===== config.mk =====
export PLATFORM = sky130hd
export DESIGN_NAME = bin2bcd_seq
export DESIGN_NICKNAME = d
export VERILOG_FILES = /design/src/rtl/bcd_pkg.sv /design/src/rtl/bcd_digit_adjust.sv /design/src/rtl/bin2bcd_seq.sv
export SDC_FILE = /design/constraint.sdc
export NUM_CORES = 1
export LEC_CHECK = 0
export CORE_MARGIN = 4
export CORE_UTILIZATION = 50
export DETAILED_ROUTE_END_ITERATION = 10
export GPL_TIMING_DRIVEN = 0
export PLACE_DENSITY_LB_ADDON = 0.3
export SETUP_SLACK_MARGIN = 0.2
export SYNTH_ARGS = -nofsm -noshare
export SYNTH_HDL_FRONTEND = slang
export SYNTH_SLANG_ARGS = --single-unit
export TNS_END_PERCENT = 1

===== constraint.sdc =====
create_clock -name i_clk -period 1.9 [get_ports i_clk]
set_input_delay 0.38 -clock i_clk [delete_from_list [all_inputs] [get_ports i_clk]]
set_output_delay 0.38 -clock i_clk [all_outputs]
set_load 0.005 [all_outputs]

===== src/rtl/bcd_pkg.sv =====
`default_nettype none
// ============================================================================
//  Module      : bcd_pkg
//  Description : Shared constants, FSM state type and elaboration helper for
//                the sequential binary-to-BCD converter.
//  Revision    : 1.0 - initial release
// ============================================================================
package bcd_pkg;

    localparam int BCD_DIGIT_W       = 4;
    localparam int BCD_ADJ_THRESHOLD = 4;
    localparam int BCD_ADJ_OFFSET    = 3;

    typedef enum logic {
        IDLE    = 1'b0,
        CONVERT = 1'b1
    } b2b_state_t;

    // 10**n, used to check at elaboration that NDIG digits can hold 2**W-1
    function automatic longint unsigned bcd_pow10(input int unsigned n);
        longint unsigned r;
        r = 64'd1;
        for (int unsigned i = 0; i < n; i++) begin
            r = r * 64'd10;
        end
        return r;
    endfunction

endpackage
`default_nettype wire


===== src/rtl/bcd_digit_adjust.sv =====
`default_nettype none
// ============================================================================
//  Module      : bcd_digit_adjust
//  Description : Double-dabble per-digit correction: add 3 to a 4-bit BCD
//                field when it exceeds 4, so the following left shift carries
//                correctly into the next decimal digit.
//  Revision    : 1.0 - initial release
// ============================================================================
module bcd_digit_adjust
    import bcd_pkg::*;
(
    input  logic [BCD_DIGIT_W-1:0] i_digit,
    output logic [BCD_DIGIT_W-1:0] o_digit
);

    localparam logic [BCD_DIGIT_W-1:0] C_THRESHOLD = BCD_DIGIT_W'(BCD_ADJ_THRESHOLD);
    localparam logic [BCD_DIGIT_W-1:0] C_OFFSET    = BCD_DIGIT_W'(BCD_ADJ_OFFSET);

    // Fields 5..9 become 8..12; 4-bit arithmetic never wraps for legal digits
    always_comb begin
        o_digit = i_digit;
        if (i_digit > C_THRESHOLD) begin
            o_digit = i_digit + C_OFFSET;
        end
    end

endmodule
`default_nettype wire


===== src/rtl/bin2bcd_seq.sv =====
`default_nettype none
// ============================================================================
//  Module      : bin2bcd_seq
//  Description : Sequential binary-to-BCD converter (shift-and-add-3), one
//                binary bit per clock, with start/busy/done handshake. The
//                result register only updates on completion, so downstream
//                display logic never sees partial digits.
//  Revision    : 1.0 - initial release
// ============================================================================
module bin2bcd_seq
    import bcd_pkg::*;
#(
    parameter int W    = 8,
    parameter int NDIG = 3
) (
    input  logic                        i_clk,
    input  logic                        i_rst_n,
    input  logic                        i_start,
    input  logic [W-1:0]                i_bin,
    output logic                        o_busy,
    output logic                        o_done,
    output logic [BCD_DIGIT_W*NDIG-1:0] o_bcd
);

    localparam int SW = BCD_DIGIT_W*NDIG + W;   // scratch width
    localparam int BW = BCD_DIGIT_W*NDIG;       // BCD field width
    localparam int CW = $clog2(W+1);            // bit counter width

    // Reject digit counts too small to represent the largest operand
    if (!(bcd_pow10(NDIG) > ((64'd1 << W) - 64'd1))) begin : g_ndig_check
        $error("bin2bcd_seq: NDIG too small for W");
    end

    b2b_state_t    state_q,   state_d;
    logic [SW-1:0] scratch_q, scratch_d;
    logic [CW-1:0] cnt_q,     cnt_d;
    logic          busy_q,    busy_d;
    logic          done_q,    done_d;
    logic [BW-1:0] bcd_q,     bcd_d;

    logic [SW-1:0] w_adj;
    logic [SW-1:0] w_shift;

    // Binary remainder passes through untouched; only digit fields are corrected
    assign w_adj[W-1:0] = scratch_q[W-1:0];

    for (genvar g = 0; g < NDIG; g++) begin : g_digit
        bcd_digit_adjust u_adj (
            .i_digit (scratch_q[W + BCD_DIGIT_W*g +: BCD_DIGIT_W]),
            .o_digit (w_adj    [W + BCD_DIGIT_W*g +: BCD_DIGIT_W])
        );
    end

    assign w_shift = w_adj << 1;

    // Next-state: load on accepted start, adjust-and-shift while converting
    always_comb begin
        state_d   = state_q;
        scratch_d = scratch_q;
        cnt_d     = cnt_q;
        busy_d    = busy_q;
        done_d    = 1'b0;
        bcd_d     = bcd_q;
        case (state_q)
            IDLE: begin
                if (i_start) begin
                    state_d   = CONVERT;
                    scratch_d = {{BW{1'b0}}, i_bin};
                    cnt_d     = CW'(W);
                    busy_d    = 1'b1;
                end
            end
            CONVERT: begin
                scratch_d = w_shift;
                cnt_d     = cnt_q - CW'(1);
                if (cnt_q == CW'(1)) begin
                    // Last bit: publish the finished digits and free the FSM so
                    // a start in the done cycle is accepted without a gap
                    state_d = IDLE;
                    busy_d  = 1'b0;
                    done_d  = 1'b1;
                    bcd_d   = w_shift[W +: BW];
                end
            end
            default: begin
                state_d = IDLE;
                busy_d  = 1'b0;
            end
        endcase
    end

    // State and registered outputs; reset aborts any conversion in flight
    always_ff @(posedge i_clk or negedge i_rst_n) begin
        if (!i_rst_n) begin
            state_q   <= IDLE;
            scratch_q <= '0;
            cnt_q     <= '0;
            busy_q    <= 1'b0;
            done_q    <= 1'b0;
            bcd_q     <= '0;
        end else begin
            state_q   <= state_d;
            scratch_q <= scratch_d;
            cnt_q     <= cnt_d;
            busy_q    <= busy_d;
            done_q    <= done_d;
            bcd_q     <= bcd_d;
        end
    end

    assign o_busy = busy_q;
    assign o_done = done_q;
    assign o_bcd  = bcd_q;

endmodule
`default_nettype wire


==> summary.txt <==
Outcome
  – Status: finished clean

Logic synthesis
  – Library cells used by synthesis: 27
  – Syn Inst Count: 186
  – Top cells by area, synth: dfrtp_1 53%, nand2_1 6.5%, o21ai_0 5.7%
  – Sequential area share after synthesis: 53.03%
  – Async SR Flop Fraction: 100.0%
  – Synth top area share: 53.03%
  – Ys flop type: dfrtp_1
  – Yosys top cell by area: dfrtp_1
  – Ys Warns: 0
  – Syn Nets: 205
  – FF+latch count, synth: 39
  – Syn avg cell area: 9.895 sq um
  – EDFF count, synth: 0
  – Area of the mapped netlist: 1841 sq um

Flow run
  – Max_cap viols: 0

Placed design
  – Area after DPL: 2123 sq um
  – Gp weighted congestion: 0.8225
  – DP HPWL: 2675 um
  – IO buf count: 23
  – Place WS: 0.1081 ns

Timing
  – Slew @ Worst Pin: 0.8405 ns
  – Fin Setup TNS: 0 ns
  – Peak Freq: 580.9 MHz
  – Final hold vios: 0
  – Clock skew: 0.009048 ns
  – RSZ-0062 raised after global routing: yes
  – Slew margin rel.: 43.96%
  – Final Cycle Share: 90.60%
  – Final Max Slew Viols: 0
  – Final setup fails: 0
  – Fin worst setup slack: 0.1786 ns
  – Period minus WS final: 1.721 ns

Finish
  – Share of layout cells above drive strength 1: 11.21%
  – Fillers: 285
  – Final net count: 241
  – Antenna cells: 0
  – Final Cell Area: 2281 sq um
  – Final core occ: 66.27%
  – Layout area overhead: 23.93%

Worst setup path
  – Setup crit start: cnt_q[1]$_DFFE_PN0P_
  – Worst stage delay on the critical path: 0.46 ns
  – Slack of the worst reg-to-reg path: 0.18 ns
  – Critical Path Source Type: flip-flop
  – Critical Path End Type: flip-flop
  – Crit path max fanout: 5
  – WP data required: 2.14 ns
  – CP bufs+invs: 2
  – Worst r2r dst: o_bcd[11]$_DFFE_PN0P_
  – Crit Path Category: reg2reg
  – Reg2reg path depth: 6
  – Crit path max-delay family: simple AND/OR/NAND/NOR gates
  – Critical Path Slowest Stage Cell: or4b_4
  – Arr. time, crit path: 1.96 ns
  – Worst-path cell chain: inv_2 > ha_1 > or4b_4 > buf_6 > or4_1 > nand3_1
  – Reg-to-reg startpoint: cnt_q[1]$_DFFE_PN0P_

Power
  – Power, Total: 3.902 mW
  – PwrDens: 1711 nW/um^2
  – Leak pwr: 1.033 nW
  – VDD IR-drop max: 0.0007444 V

Global route
  – GRT overflow: 0
  – Vias in the first global route: 1408
  – Initial antenna violation count: 0
  – Met2 Use GR: 31.70%
  – Tot GR Track Use: 18.53%
  – Met1 Use GR: 21.41%
  – Met3 GRT Util: 5.511%
  – GRT Max-Usage Layer: met2
  – Largest net degree at the start of global routing: 40
  – First-pass GRT wire length: 6285 um

Clocking
  – Clk_lat worst skew: 0.30 ns
  – Clk slew on worst S/H paths: 0.08 ns
  – Number of buffers created by CTS: 5
  – TritonCTS clock tree: done
  – Clk root buf: clkbuf_8
  – Max Root-Sink Buffers: 2
  – Clk sinks: 39
  – CTS H-tree depth: 2

Routing
  – Routed wire per std cell: 13.95 um
  – 1st-pass router iterations: 4
  – Total Wirelength: 3753 um
  – Via count: 1418
  – Via-to-Cell Ratio: 5.271
  – Drt initial violations: 105
  – Antenna viol nets, final: 0
  – Residual DRC: 0

Floorplanning
  – Die footprint: 4716 sq um
  – IO Pins: 25
  – Die Wd: 68.67 um
  – Core area: 3442 sq um
  – Initial core utilization: 53.47%
  – Rows: 21
  – Die Span Y: 68.67 um

Hold path
  – Worst Hold Class: in2async
[state kept, by name (all words and copies together), names as in the netlist]
name	cells
o_bcd	12
cnt_q	4
o_done	1
o_busy	1
state_q	1
scratch_q	20
[cell families (layout without fill, tap and decap cells)]
group           after synthesis  after routing  share of synthesized area [%]
flops                        39             39                          53.03
mux                          13             13                          7.274
fa+ha+maj                     8              8                          5.439
compound gates               45             45                          13.60
xor+xnor                      5              5                          2.379
buf+inv                      25             62                          5.710
simple gates                 51             51                          12.58
[area by class of cell]
type                    instances  area, sq um  share of cell area (%)
plain buffers                  10        53.80                   2.359
clock buffers                   7        96.34                   4.224
clock inverters                 1        7.507                  0.3291
inverters                      15        56.30                   2.468
multi-input cells             122        763.2                   33.46
flip-flops and latches         39        975.9                   42.79
well taps                      46        57.56                   2.523
repair buffers                 29        270.3                   11.85
[synth_stat cells, drive strengths merged, types with 3 or more instances]
library cell / instances
clkbuf: 7
mux2i: 10
nand2: 32
mux2: 3
o21ai: 21
inv: 14
nor3: 6
xnor2: 5
buf: 3
ha: 8
o22ai: 10
a21oi: 9
nor2: 4
dfrtp: 39
[metal layers]
layer / vias to the layer above / share of wire, % / wire length (um)
met5: - / 0 / 0
met4: 0 / 1.7 / 65
met3: 5 / 5.9 / 220
met2: 42 / 51 / 1921
met1: 670 / 41 / 1545
li1: 701 / - / -
[worst max-delay path by stage]
stage / to / slack [ns] / cells past startpoint
after floorplan: o_bcd[11]$_DFFE_PN0P_ / 0.20 / 6
after global placement: scratch_q[0]$_DFFE_PN0P_ / -0.42 / 1
after detailed placement: o_bcd[4]$_DFFE_PN0P_ / 0.11 / 7
after CTS: o_bcd[10]$_DFFE_PN0P_ / 0.19 / 5
after global routing: o_bcd[7]$_DFFE_PN0P_ / 0.12 / 6
final: o_bcd[11]$_DFFE_PN0P_ / 0.18 / 6
[cell usage in the layout (no fill, tap or decap), types with 3 or more instances in the layout]
| master | instances |
|---|---|
| xnor2_1 | 5 |
| dfrtp_1 | 39 |
| clkbuf_8 | 7 |
| clkdlybuf4s50_1 | 22 |
| buf_4 | 6 |
| inv_1 | 12 |
| mux2_2 | 3 |
| o22ai_1 | 10 |
| o21ai_0 | 21 |
| a21oi_1 | 8 |
| clkbuf_1 | 6 |
| nor3_1 | 6 |
| nand2_1 | 32 |
| mux2i_1 | 10 |
| ha_1 | 8 |
| nor2_1 | 4 |
[worst reg2reg max path: stages, from the launching register on]
cell	delay, ns
dfrtp_1	0.40
inv_2	0.07
ha_1	0.12
or4b_4	0.46
buf_6	0.15
or4_1	0.40
nand3_1	0.08
[per-stage QoR]
stage | hold slack, ns | cells
floorplan | 0.08441 | 186
global placement | 0.4580 | 255
detailed placement | 0.4703 | 255
CTS | 0.2135 | 267
global route | 0.2581 | 269
finish | 0.1806 | 269
[power by group]
group	internal, mW	leakage (nW)	switching (mW)	total (mW)
logic	0.903	0.493	0.899	1.80
registers	1.21	0.489	0.266	1.48
clock network	0.330	0.0505	0.294	0.624
total	2.44	1.03	1.46	3.90
[timing repair]
action                     in CTS  in global routing
pin swaps                       2                  0
setup endpoints to repair      12                 13
cloned                          0                  0
hold buffers                    0                  0
setup buffers                   4                  2
gates resized for setup         3                  1
Power figures use the tool's default switching activity.
